## src/rtl/bc_ctrl_pkg.sv

```systemverilog
// rtl/bc_ctrl_pkg.sv - control-word bit map, flag positions and ALU op codes shared with CU
package bc_ctrl_pkg;

    // Control word bit indices (bits 0-2 and 22-31 belong to CU alone)
    localparam int CTRL_SEQ0        = 0;
    localparam int CTRL_SEQ1        = 1;
    localparam int CTRL_SEQ2        = 2;
    localparam int CTRL_MBR_LD_MEM  = 3;
    localparam int CTRL_IR_LD       = 4;
    localparam int CTRL_MAR_LD_MBR  = 5;
    localparam int CTRL_PC_INC      = 6;
    localparam int CTRL_BR_LD       = 7;
    localparam int CTRL_ACC_CLR     = 8;
    localparam int CTRL_ACC_ADD     = 9;
    localparam int CTRL_MAR_LD_PC   = 10;
    localparam int CTRL_MEM_WE      = 11;
    localparam int CTRL_MBR_LD_ACC  = 12;
    localparam int CTRL_ACC_SUB     = 13;
    localparam int CTRL_PC_LD_MBR   = 14;
    localparam int CTRL_ACC_MUL     = 15;
    localparam int CTRL_ACC_DIV     = 16;
    localparam int CTRL_ACC_SHL     = 17;
    localparam int CTRL_ACC_SHR     = 18;
    localparam int CTRL_ACC_AND     = 19;
    localparam int CTRL_ACC_OR      = 20;
    localparam int CTRL_ACC_NOT     = 21;

    // Positions inside the 4-bit ALUflags word {ZF, CF, OF, SF}
    localparam int FLAG_SF = 0;
    localparam int FLAG_OF = 1;
    localparam int FLAG_CF = 2;
    localparam int FLAG_ZF = 3;

    typedef enum logic [3:0] {
        ALU_NONE,
        ALU_CLR,
        ALU_ADD,
        ALU_SUB,
        ALU_MUL,
        ALU_DIV,
        ALU_SHL,
        ALU_SHR,
        ALU_AND,
        ALU_OR,
        ALU_NOT
    } alu_op_e;

endpackage

```

## src/rtl/datapath_if.sv

```systemverilog
// rtl/datapath_if.sv - single-port asynchronous-read memory bus between datapath and memory
interface datapath_if #(
    parameter int DATA_W = 16,
    parameter int ADDR_W = 8
);
    logic [ADDR_W-1:0] mem_addr;
    logic [DATA_W-1:0] mem_wdata;
    logic              mem_we;
    logic [DATA_W-1:0] mem_rdata;

    modport master (
        output mem_addr,
        output mem_wdata,
        output mem_we,
        input  mem_rdata
    );

    modport slave (
        input  mem_addr,
        input  mem_wdata,
        input  mem_we,
        output mem_rdata
    );
endinterface

```

## src/rtl/alu.sv

```systemverilog
// rtl/alu.sv - combinational accumulator ALU producing result, next flags and a valid bit
module alu
    import bc_ctrl_pkg::*;
#(
    parameter int DATA_W = 16
) (
    input  alu_op_e           op,
    input  logic [DATA_W-1:0] acc,
    input  logic [DATA_W-1:0] br,
    output logic [DATA_W-1:0] result,
    output logic [3:0]        flags,
    output logic              valid
);
    localparam int MSB = DATA_W - 1;
    localparam logic [DATA_W-1:0] MIN_VAL = {1'b1, {(DATA_W-1){1'b0}}};

    logic [DATA_W:0]            sum;
    logic [DATA_W:0]            diff;
    logic signed [2*DATA_W-1:0] prod;
    logic [DATA_W-1:0]          div_br;
    logic signed [DATA_W-1:0]   quot;
    logic                       br_zero;
    logic                       shift_ok;
    logic                       cf;
    logic                       of;

    assign sum      = {1'b0, acc} + {1'b0, br};
    assign diff     = {1'b0, acc} - {1'b0, br};
    assign prod     = $signed({{DATA_W{acc[MSB]}}, acc}) * $signed({{DATA_W{br[MSB]}}, br});
    assign br_zero  = (br == '0);
    // Divisor forced to 1 on zero so the divider never sees a zero; that result is muxed away
    assign div_br   = br_zero ? DATA_W'(1) : br;
    assign quot     = $signed(acc) / $signed(div_br);
    assign shift_ok = (br < DATA_W'(DATA_W));

    // Operation select: result plus carry/overflow for the chosen op
    always_comb begin
        result = acc;
        cf     = 1'b0;
        of     = 1'b0;
        valid  = 1'b1;
        case (op)
            ALU_CLR: result = '0;
            ALU_ADD: begin
                result = sum[DATA_W-1:0];
                cf     = sum[DATA_W];
                of     = (acc[MSB] == br[MSB]) && (sum[MSB] != acc[MSB]);
            end
            ALU_SUB: begin
                result = diff[DATA_W-1:0];
                cf     = diff[DATA_W];
                of     = (acc[MSB] != br[MSB]) && (diff[MSB] != acc[MSB]);
            end
            ALU_MUL: begin
                result = prod[DATA_W-1:0];
                of     = (prod[2*DATA_W-1:DATA_W] != {DATA_W{prod[MSB]}});
            end
            ALU_DIV: begin
                if (br_zero) begin
                    result = acc;
                    of     = 1'b1;
                end else if (acc == MIN_VAL && br == '1) begin
                    result = MIN_VAL;
                    of     = 1'b1;
                end else begin
                    result = quot;
                end
            end
            ALU_SHL: result = shift_ok ? (acc << br) : '0;
            ALU_SHR: result = shift_ok ? (acc >> br) : '0;
            ALU_AND: result = acc & br;
            ALU_OR:  result = acc | br;
            ALU_NOT: result = ~br;
            default: valid  = 1'b0;
        endcase
    end

    // Flag word assembled from the new result
    always_comb begin
        flags          = '0;
        flags[FLAG_ZF] = (result == '0);
        flags[FLAG_CF] = cf;
        flags[FLAG_OF] = of;
        flags[FLAG_SF] = result[MSB];
    end
endmodule

```

## src/rtl/datapath.sv

```systemverilog
// rtl/datapath.sv - BitCruncher register-transfer datapath driven by the CU control word
module datapath
    import bc_ctrl_pkg::*;
#(
    parameter int DATA_W = 16,
    parameter int ADDR_W = 8
) (
    input  logic              clk,
    input  logic              rst,
    input  logic [31:0]       Control_Signals,
    output logic [7:0]        IR_out,
    output logic [3:0]        ALUflags,
    output logic [DATA_W-1:0] acc_out,
    output logic [ADDR_W-1:0] pc_out,
    datapath_if.master        bus
);
    logic [ADDR_W-1:0] pc;
    logic [ADDR_W-1:0] mar;
    logic [DATA_W-1:0] mbr;
    logic [7:0]        ir;
    logic [DATA_W-1:0] br;
    logic [DATA_W-1:0] acc;
    logic [3:0]        flags;

    alu_op_e           op;
    logic [DATA_W-1:0] alu_result;
    logic [3:0]        alu_flags;
    logic              alu_valid;

    // Bits owned by CU only; kept visible so their absence here is deliberate
    logic unused_ctrl;
    assign unused_ctrl = ^{Control_Signals[31:22], Control_Signals[CTRL_SEQ2:CTRL_SEQ0]};

    // Fixed-priority pick of the single ACC operation for this cycle
    always_comb begin
        op = ALU_NONE;
        if      (Control_Signals[CTRL_ACC_CLR]) op = ALU_CLR;
        else if (Control_Signals[CTRL_ACC_ADD]) op = ALU_ADD;
        else if (Control_Signals[CTRL_ACC_SUB]) op = ALU_SUB;
        else if (Control_Signals[CTRL_ACC_MUL]) op = ALU_MUL;
        else if (Control_Signals[CTRL_ACC_DIV]) op = ALU_DIV;
        else if (Control_Signals[CTRL_ACC_SHL]) op = ALU_SHL;
        else if (Control_Signals[CTRL_ACC_SHR]) op = ALU_SHR;
        else if (Control_Signals[CTRL_ACC_AND]) op = ALU_AND;
        else if (Control_Signals[CTRL_ACC_OR])  op = ALU_OR;
        else if (Control_Signals[CTRL_ACC_NOT]) op = ALU_NOT;
    end

    alu #(
        .DATA_W (DATA_W)
    ) u_alu (
        .op     (op),
        .acc    (acc),
        .br     (br),
        .result (alu_result),
        .flags  (alu_flags),
        .valid  (alu_valid)
    );

    // Register transfers; each bit takes effect at the edge that ends its cycle
    always_ff @(posedge clk) begin
        if (rst) begin
            pc    <= '0;
            mar   <= '0;
            mbr   <= '0;
            ir    <= '0;
            br    <= '0;
            acc   <= '0;
            flags <= 4'b1000;
        end else begin
            if (Control_Signals[CTRL_MBR_LD_MEM])
                mbr <= bus.mem_rdata;
            else if (Control_Signals[CTRL_MBR_LD_ACC])
                mbr <= acc;

            if (Control_Signals[CTRL_IR_LD])
                ir <= mbr[DATA_W-1:ADDR_W];

            if (Control_Signals[CTRL_MAR_LD_PC])
                mar <= pc;
            else if (Control_Signals[CTRL_MAR_LD_MBR])
                mar <= mbr[ADDR_W-1:0];

            if (Control_Signals[CTRL_PC_LD_MBR])
                pc <= mbr[ADDR_W-1:0];
            else if (Control_Signals[CTRL_PC_INC])
                pc <= pc + ADDR_W'(1);

            if (Control_Signals[CTRL_BR_LD])
                br <= mbr;

            if (alu_valid) begin
                acc   <= alu_result;
                flags <= alu_flags;
            end
        end
    end

    assign bus.mem_addr  = mar;
    assign bus.mem_wdata = mbr;
    assign bus.mem_we    = Control_Signals[CTRL_MEM_WE];

    assign IR_out   = ir;
    assign ALUflags = flags;
    assign acc_out  = acc;
    assign pc_out   = pc;
endmodule

```

## src/flat_wrapper.sv

```systemverilog
// flat-port wrapper written by rule: the top's interface ports become plain ports
module datapath_flat import bc_ctrl_pkg::*;
#(
    parameter int DATA_W = 16,
    parameter int ADDR_W = 8
)
  (clk, rst, Control_Signals, IR_out, ALUflags, acc_out, pc_out, bus_mem_addr, bus_mem_wdata, bus_mem_we, bus_mem_rdata);
  datapath_if #(.DATA_W(DATA_W), .ADDR_W(ADDR_W)) bus_i ();
  input  logic clk;
  input  logic rst;
  input  logic [31:0] Control_Signals;
  output logic [7:0] IR_out;
  output logic [3:0] ALUflags;
  output logic [DATA_W-1:0] acc_out;
  output logic [ADDR_W-1:0] pc_out;
  output wire logic [$bits(bus_i.mem_addr)-1:0] bus_mem_addr;
  output wire logic [$bits(bus_i.mem_wdata)-1:0] bus_mem_wdata;
  output wire logic [$bits(bus_i.mem_we)-1:0] bus_mem_we;
  input wire logic [$bits(bus_i.mem_rdata)-1:0] bus_mem_rdata;
  assign bus_mem_addr = bus_i.mem_addr;
  assign bus_mem_wdata = bus_i.mem_wdata;
  assign bus_mem_we = bus_i.mem_we;
  assign bus_i.mem_rdata = bus_mem_rdata;
  datapath #(.DATA_W(DATA_W), .ADDR_W(ADDR_W)) u_core (.clk(clk), .rst(rst), .Control_Signals(Control_Signals), .IR_out(IR_out), .ALUflags(ALUflags), .acc_out(acc_out), .pc_out(pc_out), .bus(bus_i));
endmodule
```

## config.mk

```make
export PLATFORM = sky130hd
export DESIGN_NAME = datapath_flat
export DESIGN_NICKNAME = d
export VERILOG_FILES = /design/src/rtl/bc_ctrl_pkg.sv /design/src/rtl/datapath_if.sv /design/src/rtl/alu.sv /design/src/rtl/datapath.sv /design/src/flat_wrapper.sv
export SDC_FILE = /design/constraint.sdc
export NUM_CORES = 2
export LEC_CHECK = 0
export CAP_MARGIN = 20
export CORE_MARGIN = 2
export CORE_UTILIZATION = 65
export DETAILED_ROUTE_END_ITERATION = 8
export PLACE_DENSITY_LB_ADDON = 0.25
export SLEW_MARGIN = 20
export SYNTH_ARGS = -nofsm -noshare
export SYNTH_HDL_FRONTEND = slang
export SYNTH_SLANG_ARGS = --single-unit
```

## constraint.sdc

```tcl
create_clock -name clk -period 97.1 [get_ports clk]
set_clock_uncertainty 0.15 [all_clocks]
set_input_delay 9.71 -clock clk [delete_from_list [all_inputs] [get_ports clk]]
set_output_delay 9.71 -clock clk [all_outputs]
set_load 0.01 [all_outputs]
```

==> impl_metrics.env <==
export IMPL_drive_above_1_share=0.06933
export IMPL_clk_pin_slew_ns=0.06
export IMPL_synth_edf_count=0
export IMPL_post_cts_resized=0
export IMPL_firstDrtPassIters=9
export IMPL_wl_um=94800
export IMPL_ys_types=108
export IMPL_gp_congestion=1.033
export IMPL_slew_viol_final=0
export IMPL_initial_core_util=0.6563
export IMPL_io_pins=111
export IMPL_htreeDepth=3
export IMPL_clockBufferDepth=2
export IMPL_die_y_um=201.3
export IMPL_arrival_ns=40.00
export IMPL_synth_top_family_by_area="adder cells"
export IMPL_async_reset_ff_frac=0
export IMPL_drtAntennaViolNets=0
export IMPL_ys_seq_elements=75
export IMPL_drtIter0Drc=2949
export IMPL_status="complete, but fails checks"
export IMPL_grt_pass1_wl_um=146400
export IMPL_hp_class="reg2reg"
export IMPL_synthMuxAreaShare=0.06155
export IMPL_die_area_um2=40530
export IMPL_synthCells=3264
export IMPL_num_vias=26221
export IMPL_core_um2=38560
export IMPL_synth_area_leader_cell="fa_1"
export IMPL_syn_nets=3850
export IMPL_crit_path_top_delay_cell="nor4_1"
export IMPL_slew_headroom=0.2770
export IMPL_cts_buffers=9
export IMPL_cts_root_buf="clkbuf_16"
export IMPL_synth_simple_area_share=0.1843
export IMPL_synth_commonest_cells="nor2_1, inv_1, ha_1"
export IMPL_rsz0062_at_grt="no"
export IMPL_row_count=72
export IMPL_worstRegToRegCells=136
export IMPL_syn_area_um2=25310
export IMPL_cp_required_ns=97.20
export IMPL_ys_seq_area_frac=0.05933
export IMPL_grt_use_total=0.4636
export IMPL_worst_pin_slew_ns=1.076
export IMPL_hold_buffers=0
export IMPL_fin_nets=3855
export IMPL_yosysWarnings=0
export IMPL_layout_min_cycle_time_ns=39.90
export IMPL_maxCapViolCount=0
export IMPL_yosys_top_cells_area="fa_1, ha_1, nor2_1, dfxtp_1, inv_1"
export IMPL_synth_top_area_share=0.2088
export IMPL_fin_setup_tns_ns=0
export IMPL_tritoncts="done"
export IMPL_synth_ff_type="dfxtp_1"
export IMPL_worstSkewPairLatency_ns=0.36
export IMPL_grt_max_degree=72
export IMPL_grt_pass1_vias=26207
export IMPL_crit_top_cell="ha_1"
export IMPL_hold_path_cell_count=2
export IMPL_route_detailed_drc=11
export IMPL_crit_fanout=22
export IMPL_area_delta_synth_final_pct=7.055
export IMPL_grt_antenna_before_repair=4
export IMPL_period_share=0.4109
export IMPL_grt_remaining_overflow=0
export IMPL_max_stage_delay_ns=1.00
export IMPL_violations="design-rule violations"
export IMPL_endpoint_kind="register"
export IMPL_cts_setup_buffers=0
export IMPL_path_class="reg2reg"
export IMPL_cts_sinks=75
export IMPL_synth_xor_xnor_area_share=0.05503
export IMPL_syn_avg_cell_area_um2=7.753
export IMPL_viasPerCell=6.913
export IMPL_synth_most_common_cell="nor2_1"
export IMPL_io_buffers=95
export IMPL_synthAdderAreaFrac=0.3433
export IMPL_hold_viol_final=0
export IMPL_setup_viol=0
export IMPL_synth_compound_area_frac=0.2086
export IMPL_hpwl_um=72440
export IMPL_clock_fmax_ghz=0.02506
export IMPL_die_width_um=201.3
export IMPL_critPathLaunchType="register"
export IMPL_wl_per_cell_um=24.99
final timing paths:
| path | slack (ns) | startpoint | endpoint |
|---|---|---|---|
| setup / recovery | 57.20 | u_core.br[9]$_SDFFE_PP0P_ | u_core.ALUflags[3]$_SDFFE_PP1P_ |
| hold / removal | 0.35 | u_core.IR_out[5]$_SDFFE_PP0P_ | u_core.IR_out[5]$_SDFFE_PP0P_ |
| setup reg to reg | 57.20 | u_core.br[9]$_SDFFE_PP0P_ | u_core.ALUflags[3]$_SDFFE_PP1P_ |
| hold reg to reg | 0.35 | u_core.IR_out[5]$_SDFFE_PP0P_ | u_core.IR_out[5]$_SDFFE_PP0P_ |
worst max-delay path: cells and delay by family (launching register included):
kind / cells / cell delay, ns
simple gates: 39 / 10.52
mux: 6 / 1.93
buf+inv: 10 / 2.10
xor+xnor: 1 / 0.21
compound gates: 63 / 18.81
flops: 1 / 0.63
fa+ha+maj: 17 / 5.33
cell usage in the layout (no fill, tap or decap), types with 32 or more instances in the layout:
cell type        instances
nor2_1                 443
inv_1                  394
ha_1                   272
fa_1                   264
nand2_1                229
a21oi_1                214
o21ai_0                134
xnor2_1                113
clkdlybuf4s50_1         93
mux2i_1                 81
dfxtp_1                 72
buf_4                   70
nor3_1                  55
nand3_1                 45
xor2_1                  44
a21o_1                  43
o21a_1                  39
mux2_2                  37
o211ai_1                33
a211oi_1                32
a31oi_1                 32
flip-flops by register name, indices dropped and copies added, names as in the netlist:
signal                flops
u_core.pc_out             8
u_core.bus.mem_addr       8
u_core.bus.mem_wdata     16
u_core.ALUflags           4
u_core.acc_out           15
u_core.IR_out             8
u_core.br                16
metal layers:
metal,vias to the layer above,GRT usage,part of all wire
met5,-,0,0.00026
met4,4,0.2513,0.069
met3,530,0.1250,0.13
met2,1877,0.7283,0.44
met1,12536,0.5827,0.37
li1,11274,-,-
stage by stage:
step                      utilization  setup slack [ns]  instances  hold slack, ns  area, µm²
final                          0.7027             57.20       3793          0.3508      27090
after floorplan                     -             64.41       3264          0.3639      25310
after CTS                      0.7024             58.60       3792          0.3509      27080
after detailed placement       0.6950             58.76       3776          0.3364      26800
after global routing           0.7026             55.28       3792          0.3768      27090
after global placement         0.6950             59.49       3776          0.3237      26800
final cells by class:
class / count / area, µm²
multi-input cells: 2609 / 21650
fillers: 3125 / 11460
inverters: 409 / 1535
flip-flops and latches: 75 / 1505
repair buffers: 165 / 1466
well taps: 518 / 648.1
clock buffers: 9 / 225.2
clock inverters: 7 / 61.31
diodes: 1 / 2.502
kinds of logic (layout without fill, tap and decap cells):
group	Yosys count	in the layout
flip-flops	75	75
buffers and inverters	580	590
AND/OR/NAND/NOR	1009	1009
AO/OA/AOI/OAI	772	772
multiplexers	133	133
other	0	1
XOR/XNOR	159	159
adder cells (fa/ha/maj)	536	536
Power is left out: the tool's default activity adds up to more than one toggle a clock period on the data nets, which glitch-free logic cannot reach.
